==> config.mk <==
export PLATFORM = sky130hd
export DESIGN_NAME = if_fetch_unit
export DESIGN_NICKNAME = d
export VERILOG_FILES = /design/src/rtl/if_fetch_unit.sv
export SDC_FILE = /design/constraint.sdc
export NUM_CORES = 1
export LEC_CHECK = 0
export BUFFER_PORTS_ARGS = -buffer_cell sky130_fd_sc_hd__clkbuf_2
export CORE_MARGIN = 5
export CORE_UTILIZATION = 49
export CTS_CLUSTER_SIZE = 12
export DETAILED_ROUTE_END_ITERATION = 10
export GPL_TIMING_DRIVEN = 0
export PLACE_DENSITY = 0.79
export SETUP_SLACK_MARGIN = 0.3
export SLEW_MARGIN = 20
export SYNTH_ARGS = -nofsm -noshare
export SYNTH_HDL_FRONTEND = slang
export SYNTH_SLANG_ARGS = --single-unit
==> constraint.sdc <==
create_clock -name clk -period 1.9 [get_ports clk]
set_clock_uncertainty 0.1 [all_clocks]
set_input_delay 0.19 -clock clk [delete_from_list [all_inputs] [get_ports clk]]
set_output_delay 0.19 -clock clk [all_outputs]
set_load 0.02 [all_outputs]
==> src/rtl/if_fetch_unit.sv <==
// Instruction-fetch stage: PC register, IF/ID pipeline register and a single-outstanding
// instruction-memory port, with stall absorption (one-entry skid) and redirect flushing.
module if_fetch_unit #(
  parameter logic [31:0] RESET_PC  = 32'h0000_0000,
  parameter logic [31:0] NOP_INSTR = 32'h0000_0013
) (
  input  logic        clk,
  input  logic        rstn,
  input  logic [31:0] npc_i,
  input  logic        redirect_i,
  input  logic        stall_i,
  output logic        imem_req_o,
  output logic [31:0] imem_addr_o,
  input  logic        imem_rvalid_i,
  input  logic [31:0] imem_rdata_i,
  output logic [31:0] pc_o,
  output logic [31:0] if_id_pc_o,
  output logic [31:0] if_id_instr_o,
  output logic        if_id_valid_o
);

  typedef enum logic [1:0] {
    BOOT  = 2'd0,
    FETCH = 2'd1,
    KILL  = 2'd2,
    HOLD  = 2'd3
  } state_e;

  localparam logic [31:0] ALIGN_MASK = 32'hFFFF_FFFC;

  state_e      state_q, state_d;
  logic [31:0] pc_q, pc_d;
  logic [31:0] redir_pc_q, redir_pc_d;
  logic [31:0] buf_pc_q, buf_pc_d;
  logic [31:0] buf_instr_q, buf_instr_d;
  logic [31:0] ifid_pc_q, ifid_pc_d;
  logic [31:0] ifid_instr_q, ifid_instr_d;
  logic        ifid_valid_q, ifid_valid_d;
  logic [31:0] npc_aligned;

  assign npc_aligned = npc_i & ALIGN_MASK;

  always_ff @(posedge clk or negedge rstn) begin
    if (!rstn) begin
      state_q      <= BOOT;
      pc_q         <= RESET_PC & ALIGN_MASK;
      redir_pc_q   <= 32'h0;
      buf_pc_q     <= 32'h0;
      buf_instr_q  <= 32'h0;
      ifid_pc_q    <= 32'h0;
      ifid_instr_q <= NOP_INSTR;
      ifid_valid_q <= 1'b0;
    end else begin
      state_q      <= state_d;
      pc_q         <= pc_d;
      redir_pc_q   <= redir_pc_d;
      buf_pc_q     <= buf_pc_d;
      buf_instr_q  <= buf_instr_d;
      ifid_pc_q    <= ifid_pc_d;
      ifid_instr_q <= ifid_instr_d;
      ifid_valid_q <= ifid_valid_d;
    end
  end

  // Redirect outranks stall everywhere; a flush leaves if_id_pc untouched.
  always_comb begin
    state_d      = state_q;
    pc_d         = pc_q;
    redir_pc_d   = redir_pc_q;
    buf_pc_d     = buf_pc_q;
    buf_instr_d  = buf_instr_q;
    ifid_pc_d    = ifid_pc_q;
    ifid_instr_d = ifid_instr_q;
    ifid_valid_d = ifid_valid_q;
    imem_req_o   = 1'b0;

    unique case (state_q)
      BOOT: begin
        state_d = FETCH;
        if (redirect_i) begin
          ifid_valid_d = 1'b0;
          ifid_instr_d = NOP_INSTR;
        end
      end

      FETCH: begin
        imem_req_o = 1'b1;
        if (imem_rvalid_i) begin
          if (redirect_i) begin
            pc_d         = npc_aligned;
            ifid_valid_d = 1'b0;
            ifid_instr_d = NOP_INSTR;
          end else if (stall_i) begin
            buf_pc_d    = pc_q;
            buf_instr_d = imem_rdata_i;
            state_d     = HOLD;
          end else begin
            ifid_pc_d    = pc_q;
            ifid_instr_d = imem_rdata_i;
            ifid_valid_d = 1'b1;
            pc_d         = npc_aligned;
          end
        end else if (redirect_i) begin
          redir_pc_d   = npc_aligned;
          ifid_valid_d = 1'b0;
          ifid_instr_d = NOP_INSTR;
          state_d      = KILL;
        end else if (!stall_i) begin
          ifid_valid_d = 1'b0;
          ifid_instr_d = NOP_INSTR;
        end
      end

      // The wrong-path request is still in flight; swallow its response before refetching.
      KILL: begin
        if (redirect_i) begin
          ifid_valid_d = 1'b0;
          ifid_instr_d = NOP_INSTR;
        end
        if (imem_rvalid_i) begin
          pc_d    = redirect_i ? npc_aligned : redir_pc_q;
          state_d = FETCH;
        end else if (redirect_i) begin
          redir_pc_d = npc_aligned;
        end
      end

      HOLD: begin
        if (redirect_i) begin
          pc_d         = npc_aligned;
          ifid_valid_d = 1'b0;
          ifid_instr_d = NOP_INSTR;
          state_d      = FETCH;
        end else if (!stall_i) begin
          ifid_pc_d    = buf_pc_q;
          ifid_instr_d = buf_instr_q;
          ifid_valid_d = 1'b1;
          pc_d         = npc_aligned;
          state_d      = FETCH;
        end
      end

      default: state_d = BOOT;
    endcase
  end

  assign pc_o          = pc_q;
  assign imem_addr_o   = pc_q;
  assign if_id_pc_o    = ifid_pc_q;
  assign if_id_instr_o = ifid_instr_q;
  assign if_id_valid_o = ifid_valid_q;

endmodule
# After elaboration in Yosys (flattened, before gate mapping)

Cells that the tools add are included.

Register bits after elaboration: 195
Input bits: 69
Output and inout port bits: 130

Eq/ne operators: 16
Multiplexer cells: 37
Bitwise gates (word level): 2
Reductions and logical operators: 12

Operators with widths:

| kind                                                                    | number |
|---|---|
| 32-bit 2-to-1 mux                                                       | 18 |
| 32-bit case mux with 3 select lines                                     | 2 |
| 32-bit case mux with 2 select lines                                     | 1 |
| 3-bit inequality test, second input constant                            | 5 |
| 2-bit 2-to-1 mux                                                        | 7 |
| 2-bit inequality test, second input constant                            | 6 |
| 2-bit case mux with 4 select lines                                      | 1 |
| 1-bit 2-to-1 mux                                                        | 7 |
| 3-bit AND reduction                                                     | 2 |
| 6-bit AND reduction                                                     | 1 |
| 5-bit AND reduction                                                     | 1 |
| 2-bit equality test, second input constant                              | 2 |
| 4-bit inequality test, second input constant                            | 1 |
| 2-bit AND reduction                                                     | 2 |
| 4-bit AND reduction                                                     | 1 |
| 2-bit OR reduction                                                      | 2 |
| 1-bit case mux with 3 select lines                                      | 1 |
| 3-bit nonzero test                                                      | 1 |
| 2-bit by 1-bit equality test with 1-bit output, second input constant   | 1 |
| 2-bit logical NOT                                                       | 1 |
| 2-bit by 1-bit inequality test with 1-bit output, second input constant | 1 |
| 1-bit inverter                                                          | 2 |
| 2-bit nonzero test                                                      | 1 |

# Depth between registers and ports, before layout

Depth after elaboration: 4
Depth in mapped cells: 8

# Worst setup path after synthesis

OpenSTA, ideal clock, no wires.

Path kind: reg-to-reg
Start point: register state_q[1]
End point: register ifid_pc_q[10] (netlist: if_id_pc_o[10])
Library setup time: 73 ps
Data arrival time: 1,956 ps
Data required time: 1,727 ps
Slack: -229 ps
Cell stages (with the launch flop): 9
Period minus slack after synthesis: 2,129 ps
Cells stage by stage: dfrtp_1 inv_1 ha_1 clkbuf_1 nor2_1 nor4_4 buf_6 nor2_1 a21oi_2

Word-level cells in the longest chain between the ends: 3

Ends and longest elaborated chain:

| element                                                                               | line | text |
|---|---|---|
| from (decl)                                                                           | 31   | `state_e state_q, state_d;` |
| from (signal assigned)                                                                | 54   | `state_q <= state_d;` |
| 2-bit by 1-bit equality test with 1-bit output or 2-bit equality test (tied branches) | 77   | `unique case (state_q)` |
| 2-bit inequality test (no line) or 2-bit nonzero test (tied branches)                 | n/a  |  |
| 6-bit AND reduction (no line)                                                         | n/a  |  |
| to (signal assigned)                                                                  | 59   | `ifid_pc_q <= ifid_pc_d;` |
| to (decl)                                                                             | 36   | `logic [31:0] ifid_pc_q, ifid_pc_d;` |

Parallel ways exist; a longest one is shown, timed or not.
A chain may end at the register's enable or synchronous reset.

# Worst setup path after layout

Start point: register state_q[0]
End point: register buf_instr_q[1]

Word-level cells in the longest chain between the ends: 2

Ends and longest elaborated chain:

| element                                        | line | text |
|---|---|---|
| 2-bit by 1-bit equality test with 1-bit output | 77   |  |
| 4-bit AND reduction (no line)                  | n/a  |  |
| to (signal assigned)                           | 58   | `buf_instr_q <= buf_instr_d;` |
| to (decl)                                      | 35   | `logic [31:0] buf_instr_q, buf_instr_d;` |

Every way passes these cells.

==> results.cfg <==
[run_status]
outcome = complete, but fails checks
violations = negative setup slack

[synth]
yosysTopAreaCell = dfrtp_1
synth_fp_nets = 789
yosys-top-cells-area = dfrtp_1, mux2_2, mux2i_1, nand2_1, a21oi_2
syn_area_per_cell_um2 = 12.2
synthCells = 714
syn-cell-area_mm2 = 0.00870
ys_warn_count = 0
ys_ff_latch = 195
yosysTopAreaCellShare_pct = 55.2
ys_types = 33
yosysSeqAreaShare_pct = 56.1

[sta]
period_needed_ps = 1990
slew_viol_final = 0
max_freq_ghz = 0.504
timing.final.crit_share_pct = 105
finalSetupViolCount = 109
rsz0062_at_grt = true
hold_viol_final = 0
worstMarginPinSlew_ps = 574
whs_ps = 124
setup_ws_ps = -85.6
relSlewSlack_pct = 61.7

[floorplan]
die_w_um = 143
pin_count = 199
fp.dieH_um = 143
rows = 48
core_area_mm2 = 0.0174
initial_core_util_pct = 50.1
die-area_mm2 = 0.0205

[worst_setup_path]
critPathKind = reg2reg
cp-start-kind = flop
end_kind = flop
timing.rr.start = state_q[0]
critical_path.max_stage_delay_ps = 490
cp-startpoint = state_q[0]
crit_chain = ha_4 -> buf_8 -> buf_6 -> buf_6 -> nand3_4 -> buf_8 -> mux2_2
path_max_fanout = 10
crit_slowest_cell = dfrtp_2
reg2reg_depth = 7
arrival_ps = 2190
required_ps = 2110

[clock_tree]
clock_latency_ps = 430
cts_tree = yes
cts_buffers = 17
cts_sinks = 195
h-tree-depth = 4
clk_pin_slew_ps = 70
cts_buffer_depth = 2
root_buffer = clkbuf_16

[detailed_routing]
wl_per_cell_um = 19.2
drc = 0
vias = 6857
ant_nets = 0
vias_per_cell = 5.34
drt_wl_total_mm = 24.6
first_pass_iters = 5
drt_iter0_markers = 435

[job]
max_cap_violations = 0

[global_routing]
grt_pass1_vias = 7051
grt_pass1_wl_mm = 36.9
grt_max_degree = 92
gr-usage-all-layers_pct = 22.7
antenna_found_initial = 2
grt_overflow_total = 0

[layout]
fillers = 1068
area_growth_syn_to_layout_pct = 48.7
drive_above_1_share_pct = 55.3
utilization_pct = 74.6
nNetsFinal = 1120

[worst_hold_path]
hold_class = in2async

[pwr]
p_leak_nw = 6.24
p_per_area_mw_per_mm2 = 1760
peakVddDrop_v = 0.00112

[placement]
place_congestion = 0.779
dp_hpwl_mm = 14.6
port_buffers = 194
==> critical path, delay by kind of cell (launching register included) <==
family / cells / cell delay, ps
multiplexers: 1 / 350
adder cells (fa/ha/maj): 1 / 190
AND/OR/NAND/NOR: 1 / 200
buffers and inverters: 4 / 540
flip-flops: 1 / 490
==> what timing repair did <==
action                                  CTS  global route
setup buffers                            27             9
hold buffers                             63             0
endpoints found under the setup margin  193           194
endpoints found under the hold margin   286             0
gates resized for setup                  96           154
cloned                                    7            10
pin swaps                                13             8
==> power breakdown <==
part	internal, W	switching [W]
Clock	0.00200	0.00162
Sequential	0.00610	0.00152
Combinational	0.00560	0.00596
Total	0.0137	0.00910
==> routing by layer <==
layer	wire length [µm]	global-route usage (%)	vias to the layer above
li1	-	-	3165
met1	9890	29.0	3438
met2	12900	39.4	219
met3	1310	4.09	35
met4	471	7.63	0
met5	0	0	-
==> layout make-up <==
class | instances | area, µm² | share of cell area [%]
plain buffers | 81 | 888 | 6.86
diodes | 2 | 5.00 | 0.0387
well taps | 225 | 282 | 2.17
multi-input cells | 433 | 3850 | 29.8
inverters | 7 | 28.8 | 0.222
clock inverters | 13 | 149 | 1.15
clock buffers | 19 | 443 | 3.42
repair buffers | 310 | 2410 | 18.6
flip-flops and latches | 195 | 4890 | 37.7
==> cell usage after synthesis <==
cell and instances:
dfrtp_1 192, mux2_2 94, nand2_1 70, mux2i_1 62
o21ai_0 42, buf_4 32, nor2_1 31, o31ai_1 31
a21oi_2 29, a22oi_1 29, clkbuf_1 22, buf_2 19
a21oi_1 9, buf_6 7, inv_1 7, ha_1 6
nor2_2 5, a31oi_1 4, nand3_1 4, dfstp_2 3
nor2b_1 3, nor3_1 2, a211o_1 1, a22o_1 1
and2_1 1, buf_1 1, nand3_2 1, nand3b_1 1
nor4_4 1, o21a_1 1, o221ai_1 1, o22ai_1 1
xnor2_1 1
==> per-stage QoR <==
step / instance area, µm² / setup WS [ps] / setup TNS (ps) / power, W / std cells
after floorplan: 8960 / -147 / -6140 / 0.0135 / 714
after global placement: 10200 / -3550 / -641660 / 0.0159 / 1133
after detailed placement: 10300 / -633 / -37040 / 0.0163 / 1135
after CTS: 12200 / -7.03 / -22.0 / 0.0213 / 1264
after global routing: 12900 / -158 / -12010 / 0.0240 / 1285
final: 12900 / -85.6 / -4400 / 0.0228 / 1285
==> worst paths after layout <==
check / end / slack [ps]
setup / recovery: buf_instr_q[1] / -90
max in group asynchronous: state_q[0] / 830
min in group clk: if_id_instr_o[31] / 180
setup reg to reg: buf_instr_q[1] / -90
hold / removal: if_id_instr_o[10] / 120
hold reg to reg: if_id_instr_o[17] / 380
==> registers in the layout, summed over array words and instances (netlist names) <==
register / flops
buf_instr_q: 32
buf_pc_q: 32
if_id_instr_o: 32
if_id_pc_o: 32
imem_addr_o: 32
redir_pc_q: 32
state_q: 2
if_id_valid_o: 1
==> cells in the final DEF (no fill, tap or decap), types with 3 or more instances in the layout <==
cell	instances
clkbuf_2	195
dfrtp_1	190
mux2_2	82
dlygate4sd3_1	63
mux2i_1	62
buf_4	48
nand2_1	39
a21oi_2	31
o31ai_1	28
clkbuf_16	25
buf_6	25
buf_8	21
nand2_2	19
nor2_1	18
a22oi_1	18
o21ai_2	17
nor2_2	15
o21ai_1	15
buf_12	13
mux2_4	12
nand2_4	12
a22oi_2	11
o21ai_0	10
buf_16	7
a21oi_1	6
inv_1	5
ha_4	5
clkbuf_1	4
clkbuf_8	4
clkinvlp_4	4
nand3_4	3
nor2_4	3
nand3_1	3
a31oi_1	3
dfstp_2	3
==> cells by family after synthesis <==
kind of cell,after synthesis,share of synthesized area (%)
xor gates and xnor gates,1,0.101
adders and majority gates,6,0.863
AOI/OAI and AO/OA,149,11.8
DFF,195,56.1
and+or+nand+nor,119,5.79
muxes,156,19.3
buffers and inverters,88,6.05
Power figures use the tool's default switching activity.
